### config.mk
export PLATFORM = sky130hd
export DESIGN_NAME = uart_fifo_param
export DESIGN_NICKNAME = d
export VERILOG_FILES = /design/src/rtl/uart_fifo_param.sv
export SDC_FILE = /design/constraint.sdc
export NUM_CORES = 1
export LEC_CHECK = 0
export CAP_MARGIN = 20
export CORE_MARGIN = 5
export CORE_UTILIZATION = 59
export CTS_CLUSTER_SIZE = 24
export DETAILED_ROUTE_END_ITERATION = 7
export HOLD_SLACK_MARGIN = 0.15
export PLACE_DENSITY = 0.82
export SLEW_MARGIN = 10
export SYNTH_ARGS = -nofsm -noshare
export SYNTH_HDL_FRONTEND = slang
export SYNTH_SLANG_ARGS = --single-unit
### constraint.sdc
create_clock -name clk -period 3.4 [get_ports clk]
set_input_delay 0.68 -clock clk [delete_from_list [all_inputs] [get_ports clk]]
set_output_delay 0.68 -clock clk [all_outputs]
set_load 0.01 [all_outputs]
### src/rtl/uart_fifo_param.sv
// Parametrised synchronous single-clock FIFO for the UART TX/RX paths.
// Depth is 2**AW entries of DW bits each. The block provides:
//   - a registered read port with one cycle of latency,
//   - an exact occupancy count,
//   - programmable almost-full and almost-empty flags,
//   - sticky overflow and underflow flags that clear only on err_clr.
module uart_fifo_param #(
  parameter int DW = 8,
  parameter int AW = 4
) (
  input  logic          clk,
  input  logic          rst_,
  input  logic          fifo_rst,
  input  logic          winc,
  input  logic [DW-1:0] data_i,
  input  logic          rinc,
  output logic [DW-1:0] data_o,
  output logic          wfull,
  output logic          rempty,
  output logic          afull,
  output logic          aempty,
  input  logic [AW:0]   afull_lvl,
  input  logic [AW:0]   aempty_lvl,
  output logic [AW:0]   fifo_cnt,
  output logic          ovf,
  output logic          udf,
  input  logic          err_clr
);

  localparam int          DEPTH = 1 << AW;
  localparam logic [AW:0] ONE   = {{AW{1'b0}}, 1'b1};

  // Storage has no reset; entries are only meaningful once written.
  logic [DW-1:0] ram_r [DEPTH];

  // Pointers carry one extra wrap bit so that full and empty can be told apart.
  logic [AW:0]   wptr_r;
  logic [AW:0]   rptr_r;
  logic [AW:0]   cnt_r;
  logic [DW-1:0] data_r;
  logic          ovf_r;
  logic          udf_r;

  logic          full_s;
  logic          empty_s;
  logic          wr_ok_s;
  logic          rd_ok_s;
  logic          ovf_set_s;
  logic          udf_set_s;

  // Status flags and request acceptance, judged on pointers before the edge.
  always_comb begin
    empty_s   = (wptr_r == rptr_r);
    full_s    = (wptr_r[AW] != rptr_r[AW]) && (wptr_r[AW-1:0] == rptr_r[AW-1:0]);
    wr_ok_s   = winc & ~full_s & ~fifo_rst;
    rd_ok_s   = rinc & ~empty_s & ~fifo_rst;
    ovf_set_s = winc & full_s & ~fifo_rst;
    udf_set_s = rinc & empty_s & ~fifo_rst;
  end

  // Write and read pointers; a flush returns both to zero.
  always_ff @(posedge clk or negedge rst_) begin
    if (!rst_) begin
      wptr_r <= {(AW+1){1'b0}};
      rptr_r <= {(AW+1){1'b0}};
    end else if (fifo_rst) begin
      wptr_r <= {(AW+1){1'b0}};
      rptr_r <= {(AW+1){1'b0}};
    end else begin
      if (wr_ok_s) begin
        wptr_r <= wptr_r + ONE;
      end
      if (rd_ok_s) begin
        rptr_r <= rptr_r + ONE;
      end
    end
  end

  // Occupancy count tracks wptr - rptr exactly, with no lag.
  always_ff @(posedge clk or negedge rst_) begin
    if (!rst_) begin
      cnt_r <= {(AW+1){1'b0}};
    end else if (fifo_rst) begin
      cnt_r <= {(AW+1){1'b0}};
    end else begin
      case ({wr_ok_s, rd_ok_s})
        2'b10:   cnt_r <= cnt_r + ONE;
        2'b01:   cnt_r <= cnt_r - ONE;
        default: cnt_r <= cnt_r;
      endcase
    end
  end

  // Storage write port.
  always_ff @(posedge clk) begin
    if (wr_ok_s) begin
      ram_r[wptr_r[AW-1:0]] <= data_i;
    end
  end

  // Registered read data; holds its value unless a read is accepted.
  always_ff @(posedge clk or negedge rst_) begin
    if (!rst_) begin
      data_r <= {DW{1'b0}};
    end else if (rd_ok_s) begin
      data_r <= ram_r[rptr_r[AW-1:0]];
    end
  end

  // Sticky error flags. A set wins over err_clr, and a flush leaves them alone.
  always_ff @(posedge clk or negedge rst_) begin
    if (!rst_) begin
      ovf_r <= 1'b0;
      udf_r <= 1'b0;
    end else begin
      if (ovf_set_s) begin
        ovf_r <= 1'b1;
      end else if (err_clr) begin
        ovf_r <= 1'b0;
      end
      if (udf_set_s) begin
        udf_r <= 1'b1;
      end else if (err_clr) begin
        udf_r <= 1'b0;
      end
    end
  end

  assign data_o   = data_r;
  assign fifo_cnt = cnt_r;
  assign wfull    = full_s;
  assign rempty   = empty_s;
  assign ovf      = ovf_r;
  assign udf      = udf_r;
  assign afull    = (cnt_r >= afull_lvl);
  assign aempty   = (cnt_r <= aempty_lvl);

endmodule

# --- Word-level counts from Yosys, hierarchy flattened ---
# Memories as Yosys holds them, arrays and structs flattened. A register that Yosys moved wholly into a read port is not among the register bits.
# Index checks and enable logic that the tools add are counted.
word_totals:
  register_bits: 17
  elab_cells: 46
  output_inout_bits: 19
  in_bits: 24
  n_memories: 1
  ramBits: 128
memory_table:
  columns: ["memory", "words", "word_bits", "rd", "rd_clocked_by_memory_dff", "wr", "line", "rtl"]
  rows:
  - ["ram_r", 16, 8, 1, 1, 1, "34", "logic [DW-1:0] ram_r [DEPTH];"]
classes:
  addsub: 4
  n_reduce_logical: 7
  mux: 11
  order_cmp: 2
  n_eq_ne: 5
  n_bitwise: 11
op_table:
  columns: ["cell", "n"]
  rows:
  - ["$mux 5", 5]
  - ["$add 5x1->5 const B", 3]
  - ["$pmux 5 s2", 1]
  - ["$and 1x1->1", 8]
  - ["$reduce_bool 2->1", 4]
  - ["$eq 5x5->1", 1]
  - ["$ge 5x5->1", 1]
  - ["$le 5x5->1", 1]
  - ["$mux 1", 5]
  - ["$sub 5x1->5 const B", 1]
  - ["$eq 4x4->1", 1]
  - ["$not 1->1", 3]
  - ["$reduce_bool 3->1", 1]
  - ["$eq 2x1->1 const B", 1]
  - ["$eq 2x2->1 const B", 1]
  - ["$logic_and 1x1->1", 1]
  - ["$logic_not 1->1", 1]
  - ["$ne 1x1->1", 1]

# --- Logic depth before layout (Yosys ltp) ---
# Gate-level depths: netlist (run 1).
logic_depth:
  word_depth: 8
  mapped_depth: 11

# --- Least setup slack after synthesis (run 1) ---
# OpenSTA, ideal clock, no wires.
synth_path:
  kind: "input -> register"
  from: "in fifo_rst"
  to: "reg cnt_r[4], in the netlist fifo_cnt[4]"
  cell_stages: 11
  t_arrival_ps: 2674
  required_time_ps: 3276
  slack_ps: 602
  cell_sequence: "clkbuf_1 -> or2b_1 -> nor2_1 -> mux2i_2 -> inv_1 -> ha_1 -> a21o_1 -> a21oi_1 -> xor2_1 -> nor3b_1 -> a211o_1"
synth_via:
  elab_chain_cells: 5
synth_rtl:
  columns: ["element", "line", "rtl"]
  rows:
  - ["start, declared", "13", "input logic fifo_rst,"]
  - ["$not 1->1", "55, 56", null]
  - ["$and 1x1->1, on equally long branches", "56, 55", null]
  - ["$eq 2x1->1 or $eq 2x2->1 (tied branches)", "86", "case ({wr_ok_s, rd_ok_s})"]
  - ["$pmux 5 s2", "86", null]
  - ["$mux 5", "83", "end else if (fifo_rst) begin"]
  - ["end signal, assigned", "84", "cnt_r <= {(AW+1){1'b0}};"]
  - ["end signal, assigned", "87", "2'b10: cnt_r <= cnt_r + ONE;"]
  - ["end signal, assigned", "88", "2'b01: cnt_r <= cnt_r - ONE;"]
  - ["end, declared", "39", "logic [AW:0] cnt_r;"]
# Several ways; a longest one is shown, not always the timed one.
# A chain may end at the register's enable or synchronous reset.

# --- Worst setup path in the final report (run 1) ---
layout_path:
  from: "reg wptr_r[2]"
  to: "out rempty"
layout_via:
  elab_chain_cells: 1
layout_rtl:
  columns: ["element", "line", "rtl"]
  rows:
  - ["start, declared", "37", "logic [AW:0] wptr_r;"]
  - ["start signal, assigned", "64", "wptr_r <= {(AW+1){1'b0}};"]
  - ["start signal, assigned", "67", "wptr_r <= {(AW+1){1'b0}};"]
  - ["start signal, assigned", "71", "wptr_r <= wptr_r + ONE;"]
  - ["$eq 5x5->1", "53", "empty_s = (wptr_r == rptr_r);"]
  - ["end, declared", "19", "output logic rempty,"]
# Every way passes these cells.

==> results list, run 1 <==
* Seq/Total Area, Yosys: 0.678
* Global-route wire length before repair: 20.9 mm
- Critical Path Start: wptr_r[2]
- The finished layout holds 581 standard cells, fillers aside.
- Critical path peak fanout: 10
- Number of buffer cells added on primary ports: 42
* Placed insts: 549
- Area taken by flip-flops and latches: 4470 sq um
- Yosys printed 0 warnings.
- Global placement routability congestion: 0.792
* Vias in the first global route: 3681
- In the synthesized netlist, the number of instances is 359.
- Origin of the critical flop-to-flop path: wptr_r[2]
- Achievable frequency: 0.302 GHz
* R2r setup slk: 0.35 ns
* Hold WC Path Type: input port to asynchronous set/reset pin
- The critical path is of the flip-flop to output pin type.
- The clock net in this run drives a total of 153 sinks.
* Max clock buf depth: 2
- NumNets Final: 471
- Initial antenna violation count: 0
- The number of pins exceeding their max-slew limit in the final report is 0.
- Post-route DRC violation count: 0
* Area of the core region: 10900 sq um
- Horizontal die dimension: 116 microns
- The flow ran to the end, and the final reports show no timing, DRC or antenna violations.
- Data arrival time of the critical path: 2.63 ns
- Clock tree synthesis selected as its root buffer the cell sky130_fd_sc_hd__clkbuf_8.
- Kind of launch point of the worst setup path: flip-flop
- Slew HR: 0.537
- Setup repair after global routing left no endpoint under its margin.
- Total power for the finished layout comes to 0.00489 W.
* Data required, critical path: 2.72 ns
- Leakage power of the design: 2.80 nW
* Post-detailed-route via-to-cell ratio: 6.17
* Syn_area_per_cell: 18.4 sq um
- From synthesis to final layout, the design area changed by 18.4%.
- Area of combinational cells with multiple inputs: 1940 sq um
- Largest net degree at the start of global routing: 36
- Time the final worst path needs with I/O delays and setup: 3.31 ns
- Remaining antenna violation count: 0
- Vias after detailed routing: 3582
- TritonCTS clock tree: done
* Async SR Flop Fraction: 0.163
* Worst Setup End Kind: output pin
- Power per standard cell area: 627 nW/um^2
- 0 antenna diodes ended up in the layout.
- At the later pin of the worst-skew pair, clock insertion delay measures 0.53 ns.
- The final-report hold violation count is 0.
* Capture point of the worst reg-to-reg path: fifo_cnt[4]
* Synth unique cells: 44
- The number of nets in the synthesized netlist is 402.
- The die is 116 microns tall.
* Congestion Overflow GR: 0
- In the final layout, the share of cells above drive strength 1 is 0.218.
- Total routing usage reported by global routing: 0.216
* H-tree Lvls: 4
- The clock arrives with 0.0100 ns of skew.
* Number of buffers added by the clock tree synthesis step: 17
- Detailed-route wire length: 13.1 mm
- Detail Placement HPWL: 8.13 mm
- The die covers 13400 sq um.
- The library cells used most frequently in the layout, excluding fill and tap cells, are 128 x sky130_fd_sc_hd__edfxtp_1, 40 x sky130_fd_sc_hd__clkdlybuf4s50_1, 29 x sky130_fd_sc_hd__mux4_2, 25 x sky130_fd_sc_hd__nor2_1, 23 x sky130_fd_sc_hd__dfrtp_1.
- Num ports: 43
* Flip-flop and latch count after synthesis: 153
- Top_reg_cell synth: sky130_fd_sc_hd__edfxtp_1
- After detailed routing, the average wire length per cell comes to 22.6 microns.
- For this block, the initial DRC count from the detailed router was 333.
* Most common cell after layout, fill and taps aside: sky130_fd_sc_hd__edfxtp_1
* Max cap viols: 0
- The initialized floorplan defines 38 standard-cell rows.
- Across the VDD grid, the largest voltage drop is 0.374 mV.
* Drt pass-1 iters: 6
- Clock-pin slew was measured on the worst setup and hold paths at 0.06 ns.
- For the pin with the worst max-slew slack, the measured transition is 0.693 ns.
* Final setup violation count: 0
- The critical path ends at rempty.
- Synthesized area: 6590 sq um
- R2R cell count: 10
* Effective utilization at floorplan: 0.605
- EDFF count, synth: 128
* Period Utilization, post-route: 0.972
* Number of inserted filler cells in the final layout: 657
==> logic make-up (layout without fill, tap and decap cells) <==
family,after synthesis,in the layout,share of synthesized area
AOI/OAI and AO/OA,25,25,0.0260
xor gates and xnor gates,16,16,0.0213
muxes,50,50,0.163
and+or+nand+nor,65,65,0.0480
DFF,153,153,0.678
adders and majority gates,19,19,0.0372
buffers and inverters,31,113,0.0268
==> worst max-delay path, stage by stage (launching register included) <==
cell	delay [ns]
sky130_fd_sc_hd__dfrtp_1	0.52
sky130_fd_sc_hd__xnor2_1	0.25
sky130_fd_sc_hd__nand4_1	0.35
sky130_fd_sc_hd__nor2_1	0.37
sky130_fd_sc_hd__clkdlybuf4s50_1	0.60
==> cells in the mapped netlist (6+ instances only) <==
library cell                 n  area share
sky130_fd_sc_hd__ha_1       18       0.034
sky130_fd_sc_hd__dfrtp_1    25       0.095
sky130_fd_sc_hd__nand2b_1    6      0.0057
sky130_fd_sc_hd__edfxtp_1  128        0.58
sky130_fd_sc_hd__xor2_1      9       0.012
sky130_fd_sc_hd__xnor2_1     7      0.0093
sky130_fd_sc_hd__nor2_1     25       0.014
sky130_fd_sc_hd__inv_1      17      0.0097
sky130_fd_sc_hd__mux4_2     29       0.099
sky130_fd_sc_hd__a21oi_1     7      0.0053
sky130_fd_sc_hd__nand2_1    13      0.0074
sky130_fd_sc_hd__mux4_1     11       0.044
==> sequential cells by signal, indices dropped and copies added (netlist names) <==
register / cells
ram_r: 128
data_o: 8
fifo_cnt: 5
rptr_r: 5
udf: 1
ovf: 1
wptr_r: 5
==> area by class of cell <==
| type | instances | share of cell area |
|---|---|---|
| Tap cell | 140 | 0.0225 |
| Timing Repair Buffer | 64 | 0.0752 |
| Multi-Input combinational cell | 175 | 0.249 |
| Clock buffer | 22 | 0.0568 |
| Inverter | 17 | 0.00818 |
| Clock inverter | 10 | 0.0151 |
| Sequential cell | 153 | 0.573 |
==> layer usage <==
layer  track usage  vias to the layer above  wire (microns)
li1              -                     1555               -
met1         0.297                     1854            5470
met2         0.348                      155            6650
met3        0.0397                       18             799
met4        0.0874                        0             223
met5             0                        -               0
==> where the power goes <==
group,internal [W],switching (W)
combinational,0.000493,0.000418
clock,0.00107,0.000719
sequential,0.00212,0.0000695
==> worst min-delay path by stage <==
stage                     startpoint         to  slack, ns  cells after the start
after global routing            rst_  data_o[7]       0.53                      2
after detailed placement   data_o[6]  data_o[6]       0.50                      1
after CTS                       rst_  data_o[7]       0.51                      2
after floorplan                 rst_  data_o[0]       0.38                      0
after global placement     data_o[2]  data_o[2]       0.49                      1
final                           rst_  data_o[7]       0.51                      2
==> stage by stage <==
step | util | area [sq um] | setup TNS, ns | hold slack, ns | worst slack (ns)
floorplan | - | 6590 | 0 | 0.384 | 0.602
global placement | 0.665 | 7240 | 0 | 0.491 | 0.0888
detailed placement | 0.665 | 7240 | -0.0471 | 0.500 | -0.0471
CTS | 0.716 | 7800 | 0 | 0.507 | 0.0893
global route | 0.717 | 7800 | 0 | 0.527 | 0.0669
finish | 0.717 | 7800 | 0 | 0.508 | 0.0937
==> timing repair <==
item,CTS,global route
resized for setup,1,3
setup endpoints to repair,1,1
pin swaps,0,0
hold buffers,0,0
setup buffers,0,0
No activity file was read; power rests on OpenSTA's default activity.
==> run 2, diff against run 1 <==
CAP_MARGIN = unset   (was 20)
CTS_BUF_LIST = sky130_fd_sc_hd__clkbuf_4 sky130_fd_sc_hd__clkbuf_8 sky130_fd_sc_hd__clkbuf_16   (was unset)
CTS_CLUSTER_SIZE = 20   (was 24)
==> run 2 against run 1 <==
Largest power group unchanged. Cell area rose by 0.19%. Critical path type unchanged. Sequential cell count did not move. First-iteration DRC count fell by 1.8%.
==> results list, run 2 (synthesis results as in run 1) <==
* Area enclosed by the die boundary: 13400 sq um
- The number of hold buffers added after CTS was 0.
* Global placement routability congestion: 0.792
* Actual slew at the worst max-slew pin: 0.658 ns
- The finished cells cover 7820 sq um.
- In this run the post-CTS setup repair buffer count came out at 0.
* Vias in the first global route: 3683
* Final setup violation count: 0
* Root buffer selected by CTS: sky130_fd_sc_hd__clkbuf_8
- Number of standard-cell rows in the floorplan: 38
* Detail Placement HPWL: 8.13 mm
- Dividing the final minimum period by the clock period gives 0.968.
* Power per standard cell area: 630 nW/um^2
- Data required, critical path: 2.72 ns
- Setup repair after global routing left no endpoint under its margin.
* Global-route wire length before repair: 20.9 mm
* Slew HR: 0.561
* Critical path peak fanout: 10
* Drt pass-1 iters: 4
- Flip-flop count of the largest register, all copies and words added: 128
- TritonCTS created 17 clock buffers.
- Achievable frequency: 0.304 GHz
* Worst-Skew Late Latency: 0.54 ns
- Cell Count, Final, Fillers Out: 581
- Max clock buf depth: 2
- In this run the static leakage power is 2.81 nW.
- Vertical extent of the die: 116 microns
- Clock-pin slew on the worst setup and hold paths: 0.06 ns
- Count of final hold-check violations: 0
* Most frequent cells in the layout: 128 x sky130_fd_sc_hd__edfxtp_1, 40 x sky130_fd_sc_hd__clkdlybuf4s50_1, 29 x sky130_fd_sc_hd__mux4_2, 25 x sky130_fd_sc_hd__nor2_1, 23 x sky130_fd_sc_hd__dfrtp_1
- Result of the run: finished, final reports clean
- Data arrival time of the critical path: 2.61 ns
- Worst vdd ir: 0.382 mV
- Vias after detailed routing: 3547
- Crit Path Class: flip-flop to output pin
- The clock drives 153 sinks.
- Num ports: 43
* Post-place instance area: 7240 sq um
- The smallest clock period supported by the final layout is computed as 3.29 ns.
- ANT cells: 0
- The worst setup path is launched from a flip-flop.
* Area overhead of the layout relative to synthesis: 18.6%
* Hold WC Path Type: input port to asynchronous set/reset pin
- TritonCTS clock tree: done
- STA classifies the critical path endpoint as an output pin.
- The library cell used most frequently in the layout, excluding fill and tap cells, is sky130_fd_sc_hd__edfxtp_1.
- The count of buffers added on input and output ports is 42.
- Max cap viols: 0
- NumNets Final: 471
- Total routing usage reported by global routing: 0.216
- Detailed-route wire length: 13.2 mm
- In this run the standard cell core region covers 10900 sq um.
* Initial antenna violation count: 0
- Wire length per cell after detailed routing: 22.6 microns
* Final number of max-transition violations: 0
- Effective utilization at floorplan: 0.605
* H-tree Lvls: 4
- Of the cells placed in the final design, the portion with a size suffix greater than 1 is 0.227.
* Horizontal die dimension: 116 microns
- Post-route DRC violation count: 0
- In this run, placement finished with an instance count of 549.
- Remaining antenna violation count: 0
- After detailed routing, the number of vias per cell comes to 6.10.
- Congestion Overflow GR: 0
* First DRT Iteration DRCs: 327
- Largest net degree at the start of global routing: 36
* Setup Skew: 0.00992 ns
==> run 2: cell counts in the layout (fill, tap and decap cells not counted) <==
Identical to the previous run, type by type.
==> run 2: critical path: stages (launching register included) <==
cell and delay [ns]:
sky130_fd_sc_hd__dfrtp_1 0.51, sky130_fd_sc_hd__xnor2_1 0.25, sky130_fd_sc_hd__nand4_1 0.36, sky130_fd_sc_hd__nor2_1 0.36, sky130_fd_sc_hd__clkdlybuf4s50_1 0.60
==> run 2: timing repair <==
item | in CTS | in global routing
endpoints found under the setup margin | 1 | 1
pin swaps | 0 | 0
resized for setup | 1 | 3
==> run 2: path summary, 6_finish.rpt <==
path                            from           to  slack (ns)  cells after the start
min in group clk           data_o[2]    data_o[2]        0.51                      1
setup reg to reg           wptr_r[2]  fifo_cnt[4]        0.31                     10
setup / recovery           wptr_r[2]       rempty        0.11                      4
hold / removal                  rst_    data_o[7]        0.50                      2
hold reg to reg            data_o[2]    data_o[2]        0.51                      1
max in group asynchronous       rst_    rptr_r[0]        2.61                      2
==> run 2: final cells by class <==
cell class / instances / area, sq um
inverters: 17 / 63.8
repair buffers: 64 / 587
fillers: 657 / 3070
clock buffers: 22 / 458
clock inverters: 10 / 118
well taps: 140 / 175
multi-input cells: 175 / 1940
flip-flops and latches: 153 / 4470
==> run 2: power breakdown <==
| part | switching (W) | internal (W) | leakage, nW | total [W] |
|---|---|---|---|---|
| clock network | 0.000722 | 0.00110 | 0.287 | 0.00182 |
| logic | 0.000415 | 0.000493 | 1.05 | 0.000908 |
| registers | 0.0000710 | 0.00212 | 1.48 | 0.00219 |
| total | 0.00121 | 0.00371 | 2.81 | 0.00492 |
==> run 2: routing by layer <==
layer	track usage	share of wire	wire [microns]	vias up
li1	-	-	-	1549
met1	0.295	0.41	5390	1837
met2	0.351	0.51	6710	142
met3	0.0418	0.061	805	19
met4	0.0851	0.019	249	0
met5	0	0	0	-
==> run 2: per-stage QoR <==
stage          hold WS [ns]  utilization  setup slack, ns  total power, W  TNS [ns]
2_1_floorplan         0.384            -            0.602         0.00280         0
3_3_place_gp          0.491        0.665           0.0888         0.00309         0
3_5_place_dp          0.500        0.665          -0.0471         0.00313   -0.0471
4_1_cts               0.507        0.718           0.0893         0.00496         0
5_1_grt               0.527        0.718           0.0460         0.00513         0
6_report              0.503        0.718            0.107         0.00492         0
